**src/rtl/fixed_point_sign_restore.sv**
```systemverilog
// Restores each operand's original sign onto the shared-ALU result.
// Signs wait in an in-order tag FIFO; results return in issue order.
module fixed_point_sign_restore #(
  parameter int WIDTH     = 8,
  parameter int FRAC_BITS = 3,
  parameter int DEPTH     = 4
) (
  input  logic                     CLK,
  input  logic                     RST,
  input  logic                     SIGN_IN,
  input  logic                     SIGN_VALID_IN,
  output logic                     SIGN_READY_OUT,
  input  logic [WIDTH-1:0]         VALUE_IN,
  input  logic                     VALID_IN,
  output logic [WIDTH-1:0]         VALUE_OUT,
  output logic                     VALID_OUT,
  output logic [$clog2(DEPTH):0]   LEVEL_OUT,
  output logic                     TAG_DROP_ERR,
  output logic                     UNDERFLOW_ERR
);

  localparam int AW = $clog2(DEPTH);
  localparam int LW = AW + 1;
  localparam logic [WIDTH-1:0] MAX_POS = {1'b0, {(WIDTH-1){1'b1}}};
  localparam logic [WIDTH-1:0] MIN_NEG = {1'b1, {(WIDTH-1){1'b0}}};

  if (DEPTH < 2 || (DEPTH & (DEPTH - 1)) != 0 ||
      FRAC_BITS < 0 || FRAC_BITS >= WIDTH) begin : g_bad_param
    $error("fixed_point_sign_restore: bad parameters");
  end

  logic [DEPTH-1:0] mem_q, mem_d;
  logic [AW-1:0]    wr_ptr_q, wr_ptr_d;
  logic [AW-1:0]    rd_ptr_q, rd_ptr_d;
  logic [LW-1:0]    level_q, level_d;
  logic [WIDTH-1:0] value_q, value_d;
  logic             valid_q, valid_d;
  logic             drop_q, drop_d;
  logic             udf_q, udf_d;

  logic             full, empty, push, pop;
  logic             bypass, store, underflow, tag;
  logic [WIDTH-1:0] res;

  always_comb begin
    full      = (level_q == LW'(DEPTH));
    empty     = (level_q == '0);
    push      = SIGN_VALID_IN & ~full;
    pop       = VALID_IN & ~empty;
    bypass    = push & VALID_IN & empty;
    store     = push & ~bypass;
    underflow = VALID_IN & empty & ~push;
    // an empty FIFO hands the incoming sign straight to the result
    tag       = empty ? SIGN_IN : mem_q[rd_ptr_q];

    res = VALUE_IN;
    if (!underflow && VALUE_IN != '0 && VALUE_IN[WIDTH-1] != tag) begin
      res = (VALUE_IN == MIN_NEG) ? MAX_POS : (WIDTH'(0) - VALUE_IN);
    end

    mem_d    = mem_q;
    wr_ptr_d = wr_ptr_q;
    rd_ptr_d = rd_ptr_q;
    level_d  = level_q;
    if (store) begin
      mem_d[wr_ptr_q] = SIGN_IN;
      wr_ptr_d        = wr_ptr_q + AW'(1);
    end
    if (pop) begin
      rd_ptr_d = rd_ptr_q + AW'(1);
    end
    if (store && !pop) begin
      level_d = level_q + LW'(1);
    end else if (pop && !store) begin
      level_d = level_q - LW'(1);
    end

    value_d = VALID_IN ? res : value_q;
    valid_d = VALID_IN;
    drop_d  = drop_q | (SIGN_VALID_IN & full);
    udf_d   = udf_q | underflow;
  end

  always_ff @(posedge CLK or posedge RST) begin
    if (RST) begin
      mem_q    <= '0;
      wr_ptr_q <= '0;
      rd_ptr_q <= '0;
      level_q  <= '0;
      value_q  <= '0;
      valid_q  <= 1'b0;
      drop_q   <= 1'b0;
      udf_q    <= 1'b0;
    end else begin
      mem_q    <= mem_d;
      wr_ptr_q <= wr_ptr_d;
      rd_ptr_q <= rd_ptr_d;
      level_q  <= level_d;
      value_q  <= value_d;
      valid_q  <= valid_d;
      drop_q   <= drop_d;
      udf_q    <= udf_d;
    end
  end

  assign SIGN_READY_OUT = ~full;
  assign VALUE_OUT      = value_q;
  assign VALID_OUT      = valid_q;
  assign LEVEL_OUT      = level_q;
  assign TAG_DROP_ERR   = drop_q;
  assign UNDERFLOW_ERR  = udf_q;

endmodule

```
**config.mk**
```make
export PLATFORM = sky130hd
export DESIGN_NAME = fixed_point_sign_restore
export DESIGN_NICKNAME = d
export VERILOG_FILES = /design/src/rtl/fixed_point_sign_restore.sv
export SDC_FILE = /design/constraint.sdc
export NUM_CORES = 1
export LEC_CHECK = 0
export ABC_AREA = 1
export CELL_PAD_IN_SITES_DETAIL_PLACEMENT = 0
export CELL_PAD_IN_SITES_GLOBAL_PLACEMENT = 1
export CORE_MARGIN = 2
export CORE_UTILIZATION = 25
export CTS_BUF_LIST = sky130_fd_sc_hd__clkbuf_4 sky130_fd_sc_hd__clkbuf_8 sky130_fd_sc_hd__clkbuf_16
export CTS_CLUSTER_DIAMETER = 50
export CTS_CLUSTER_SIZE = 20
export DETAILED_ROUTE_END_ITERATION = 6
export MAX_ROUTING_LAYER = met4
export PLACE_DENSITY = 0.64
export SLEW_MARGIN = 15
export SYNTH_ARGS = -nofsm -noshare
export SYNTH_HDL_FRONTEND = slang
export SYNTH_SLANG_ARGS = --single-unit
```
**constraint.sdc**
```tcl
create_clock -name CLK -period 2.8 [get_ports CLK]
set_input_delay 0.7 -clock CLK [delete_from_list [all_inputs] [get_ports CLK]]
set_output_delay 0.7 -clock CLK [all_outputs]
set_load 0.005 [all_outputs]
```
# == After elaboration in Yosys (flattened, before gate mapping) ==
# Index checks and enable logic that the tools add are counted.
# word_totals
register_bits,22
latchBits,0
mem_bits_rw,0
romBits,0
in_bits,13
out_inout_bits,15
elab_cells,54
n_memories,0
# op_classes
addsub,5
n_mul,0
n_div,0
n_lt_le_gt_ge,3
eq_ne,3
shifts,0
mux,10
n_bitwise,14
reduce_logical,11
# ops
op,count
$mux 8,2
$and 1x1->1,8
$eq 8x8->1 const B,1
$reduce_bool 8->1,1
$sub 1x8->8 const A,1
$lt 2x3->1 const B,2
$mux 3,2
$logic_and 1x1->1,5
$add 2x1->2 const B,2
$bwmux 4,1
$not 1->1,4
$add 3x1->3 const B,1
$eq 3x3->1 const B,1
$logic_not 1->1,3
$logic_not 3->1,1
$mux 1,3
$sub 3x1->3 const B,1
$bmux 1 s2,1
$demux 1 s2,1
$ge 2x1->1 const B,1
$or 1x1->1,2
$reduce_bool 2->1,1
$ne 1x1->1,1

# == Longest topological paths before layout ==
# depth
depth_word,11
depth_mapped,12
ltp_nobuf,12

# == Worst setup path before layout ==
# OpenSTA, ideal clock, no wires.
# synth_path
path_type,in2reg
startpoint,input VALID_IN
endpoint,"register level_q[1], in the netlist LEVEL_OUT[1]"
setup_ns,0.125
arrival_ns,2.253
required_ns,2.675
path_slack_ns,0.422
cell_stages,9
path_buffers,2
cell_sequence,buf_2 > inv_1 > buf_2 > nor2_1 > inv_1 > ha_1 > inv_1 > fa_1 > mux2_2
# synth_between
elab_cells_between_ends,11
classes_between,mux (1); bitwise (5); reduce/logical (5)
# synth_lines
item,line,source
start: declaration,14,"input logic VALID_IN,"
$and 1x1->1 (2 in a row),50,bypass = push & VALID_IN & empty;
$not 1->1,51,store = push & ~bypass;
$and 1x1->1,51,
$logic_and 1x1->1 *,72,if (store && !pop) begin
$mux 3 *,72,
via level_d[1],35,"logic [LW-1:0] level_q, level_d;"
end signal: assignment,98,level_q <= level_d;
end: declaration,35,
# Mark *: on every way through the listed nets, which the timed path passes. The rest lies on a longest branch.
# A chain may end at the register's enable or synchronous reset.

# == Final worst setup path ==
# layout_path
startpoint,input VALID_IN
endpoint,"register level_q[1], in the netlist LEVEL_OUT[1]"
# layout_between
elab_cells_between_ends,11
classes_between,mux (1); bitwise (5); reduce/logical (5)
# layout_lines
item,line,source
$and 1x1->1 (2 in a row),50,
$not 1->1,51,
$and 1x1->1,51,
via store,42,"logic bypass, store, underflow, tag;"
$logic_and 1x1->1,72,
$mux 3,72,
via level_d[1],35,
# The timed path passes the listed nets, and every way through them passes these cells.

==> impl_metrics.py <==
metrics = {
    "flow_run": {
        "drv_cap": 0,
    },
    "detailed_routing": {
        "wl_per_cell_um": 10.6,
        "drt_drc_violations_left": 0,
        "drt-pass1-iter-count": 4,
        "drt-total-wl_um": 2950,
        "via_count": 1182,
        "first_iter_violations": 34,
        "via_per_inst": 4.24,
        "drtAntennaViolNets": 0,
    },
    "logic_synthesis": {
        "syn_inst": 175,
        "netlist_top_cells_count": "nand2_1 (52), dfrtp_1 (22), nor2_1 (17)",
        "synth_seq_cells": 22,
        "synth.area.top_cells": "dfrtp_1 (40%), nand2_1 (14%), ha_1 (5.5%), nor2_1 (4.7%), nand3_1 (4.4%)",
        "synth_top_area_frac": 0.402,
        "yosys_warnings": 0,
        "synth_nets": 195,
        "synth.most_common_cell": "nand2_1",
        "ys_seq_area_frac": 0.402,
        "synth_edf_count": 0,
        "ys_types": 25,
        "async_flop_share": 1.00,
        "synth.avg_cell_area_sq_um": 7.82,
        "syn_area_sq_um": 1370,
        "synth_ff_type": "dfrtp_1",
        "netlist.top_cell.by_area": "dfrtp_1",
    },
    "sta": {
        "fmax_mhz": 430,
        "final-setup-viol-count": 0,
        "period_minus_slack_ns": 2.32,
        "tightest_slew_ns": 0.307,
        "period_share": 0.830,
        "drv_slew": 0,
        "clock-skew-final_ns": 0.00351,
        "slew_headroom": 0.795,
        "rsz0062_at_grt": "false",
        "setup_tns_ns": 0,
        "hold_viol": 0,
    },
    "setup_path": {
        "worstPathRequired_ns": 2.95,
        "critical_path_class": "in2reg",
        "r2r.worst_path.cells": 8,
        "critical_path_arrival_ns": 2.47,
        "start_kind": "input port",
        "r2r-end": "LEVEL_OUT[1]",
        "r2r_slack_ns": 0.80,
        "r2r_start": "LEVEL_OUT[0]",
        "cp_max_fo": 3,
        "setup.worst_path.end_class": "register",
    },
    "grt": {
        "antenna_found_initial": 0,
        "grt_first_pass_wirelength_um": 5170,
        "grt_overflow": 0,
        "grt_max_degree": 23,
        "grt_pass1_vias": 1108,
        "grt_usage": 0.108,
    },
    "clocking": {
        "htreeDepth": 1,
        "root_buffer": "clkbuf_8",
        "clock_latency_ns": 0.26,
        "holdBufCountCts": 0,
        "clock_path_buffers": 2,
        "cts_buffers": 3,
        "cts_sinks": 22,
        "clk_pin_slew_ns": 0.07,
        "cts-resized-gates": 0,
        "cts_tree": "built",
        "post_cts_buffers": 0,
    },
    "floorplanning": {
        "rows": 26,
        "ios": 28,
        "fp.dieArea_sq_um": 6080,
        "dieHeight_um": 78.0,
        "start_util": 0.263,
        "die_x_um": 78.0,
        "core_area_sq_um": 5200,
    },
    "finish": {
        "n_fill_cell": 562,
        "antennaDiodeCount": 0,
        "syn_to_final_growth_pct": 32.2,
        "num-nets-final": 230,
        "drive_gt1_frac": 0.139,
        "multi_input_area_sq_um": 733,
        "ff_latch_area_sq_um": 551,
        "postLayoutCellArea_sq_um": 1810,
    },
    "placement": {
        "gp_congestion": 0.741,
        "io_buffers": 27,
        "placed_area_sq_um": 1750,
        "hpwl_um": 2370,
    },
    "pwr": {
        "clkPwrFrac": 0.143,
        "p_seq_frac": 0.363,
        "switching_share": 0.376,
        "p_per_area_nw_per_um2": 870,
        "ir_worst_vdd_v": 0.000490,
        "p_leak_nw": 0.851,
        "pwr-share-comb": 0.494,
        "cell_internal_pwr_uw": 982,
        "p_switching_uw": 593,
    },
    "min_path": {
        "whs_endpoint": "UNDERFLOW_ERR",
        "min_path_type": "reg2reg",
        "worstHoldPathCells": 1,
        "hold_start": "UNDERFLOW_ERR",
    },
    "outcome": {
        "status": "completed",
    },
}
==> power by group through the flow <==
stage | clock network (mW) | registers (mW) | logic (mW)
after floorplan | 0 | 0.565 | 0.484
after CTS | 0.233 | 0.576 | 0.788
after global placement | 0 | 0.581 | 0.776
after detailed placement | 0 | 0.580 | 0.786
final | 0.225 | 0.571 | 0.778
after global routing | 0.249 | 0.595 | 0.886
==> state kept, by name (all words and copies together), names as in the netlist <==
signal and flops:
LEVEL_OUT 3, rd_ptr_q 2, VALUE_OUT 8, VALID_OUT 1, mem_q 4, TAG_DROP_ERR 1
UNDERFLOW_ERR 1, wr_ptr_q 2
==> metal layers <==
layer	GRT usage	routed length (um)	up-vias
met5	-	0	-
met4	0.0211	19	0
met3	0.0267	138	2
met2	0.154	1260	28
met1	0.155	1530	523
li1	-	-	629
==> through the flow <==
step                power, mW   util  instances  hold WS (ns)  setup WS [ns]
floorplan                1.05      -        175         0.451          0.422
global placement         1.36  0.337        275         0.466          0.237
detailed placement       1.37  0.337        275         0.444          0.200
CTS                      1.60  0.348        279         0.462          0.482
global route             1.73  0.348        279         0.493          0.400
finish                   1.57  0.348        279         0.457          0.476
==> layout make-up <==
type,count,area share
clock buffers,4,0.0304
inverters,20,0.0415
well taps,70,0.0484
flip-flops and latches,22,0.304
repair buffers,32,0.170
multi-input cells,131,0.405
==> how the worst max path moves through the flow <==
| stage | start | endpoint | cells past startpoint |
|---|---|---|---|
| 2_1_floorplan | VALID_IN | LEVEL_OUT[1] | 9 |
| 6_report | VALID_IN | LEVEL_OUT[1] | 8 |
| 3_3_place_gp | VALID_IN | LEVEL_OUT[1] | 8 |
| 3_5_place_dp | VALID_IN | LEVEL_OUT[1] | 8 |
| 5_1_grt | VALID_IN | LEVEL_OUT[1] | 8 |
| 4_1_cts | VALID_IN | LEVEL_OUT[1] | 8 |
==> critical path, cell delays in order <==
cell	delay [ns]
clkdlybuf4s50_1	0.47
inv_1	0.10
nor2_4	0.20
nor2_4	0.05
ha_1	0.17
inv_1	0.10
fa_1	0.42
mux2_2	0.26
==> cell families after synthesis <==
group | after synthesis | share of synthesized area
and+or+nand+nor | 102 | 0.356
buffers and inverters | 22 | 0.0622
DFF | 22 | 0.402
AOI/OAI and AO/OA | 16 | 0.0704
adders and majority gates | 7 | 0.0695
xor gates and xnor gates | 5 | 0.0320
muxes | 1 | 0.00823
==> placed cells by master (no fill, tap or decap), types with 2 or more instances in the layout <==
cell,instances
inv_2,5
nand4_1,8
nand3_1,12
nor2_1,17
clkdlybuf4s50_1,27
nand3_2,4
ha_1,6
clkbuf_8,4
buf_4,5
o21ai_0,3
nor2_2,2
nand2_1,52
xor2_1,4
dfrtp_1,22
inv_1,15
nand2_2,3
nor2_4,2
a21oi_1,5
o21ai_1,5
(Power assumes the default switching activity.)
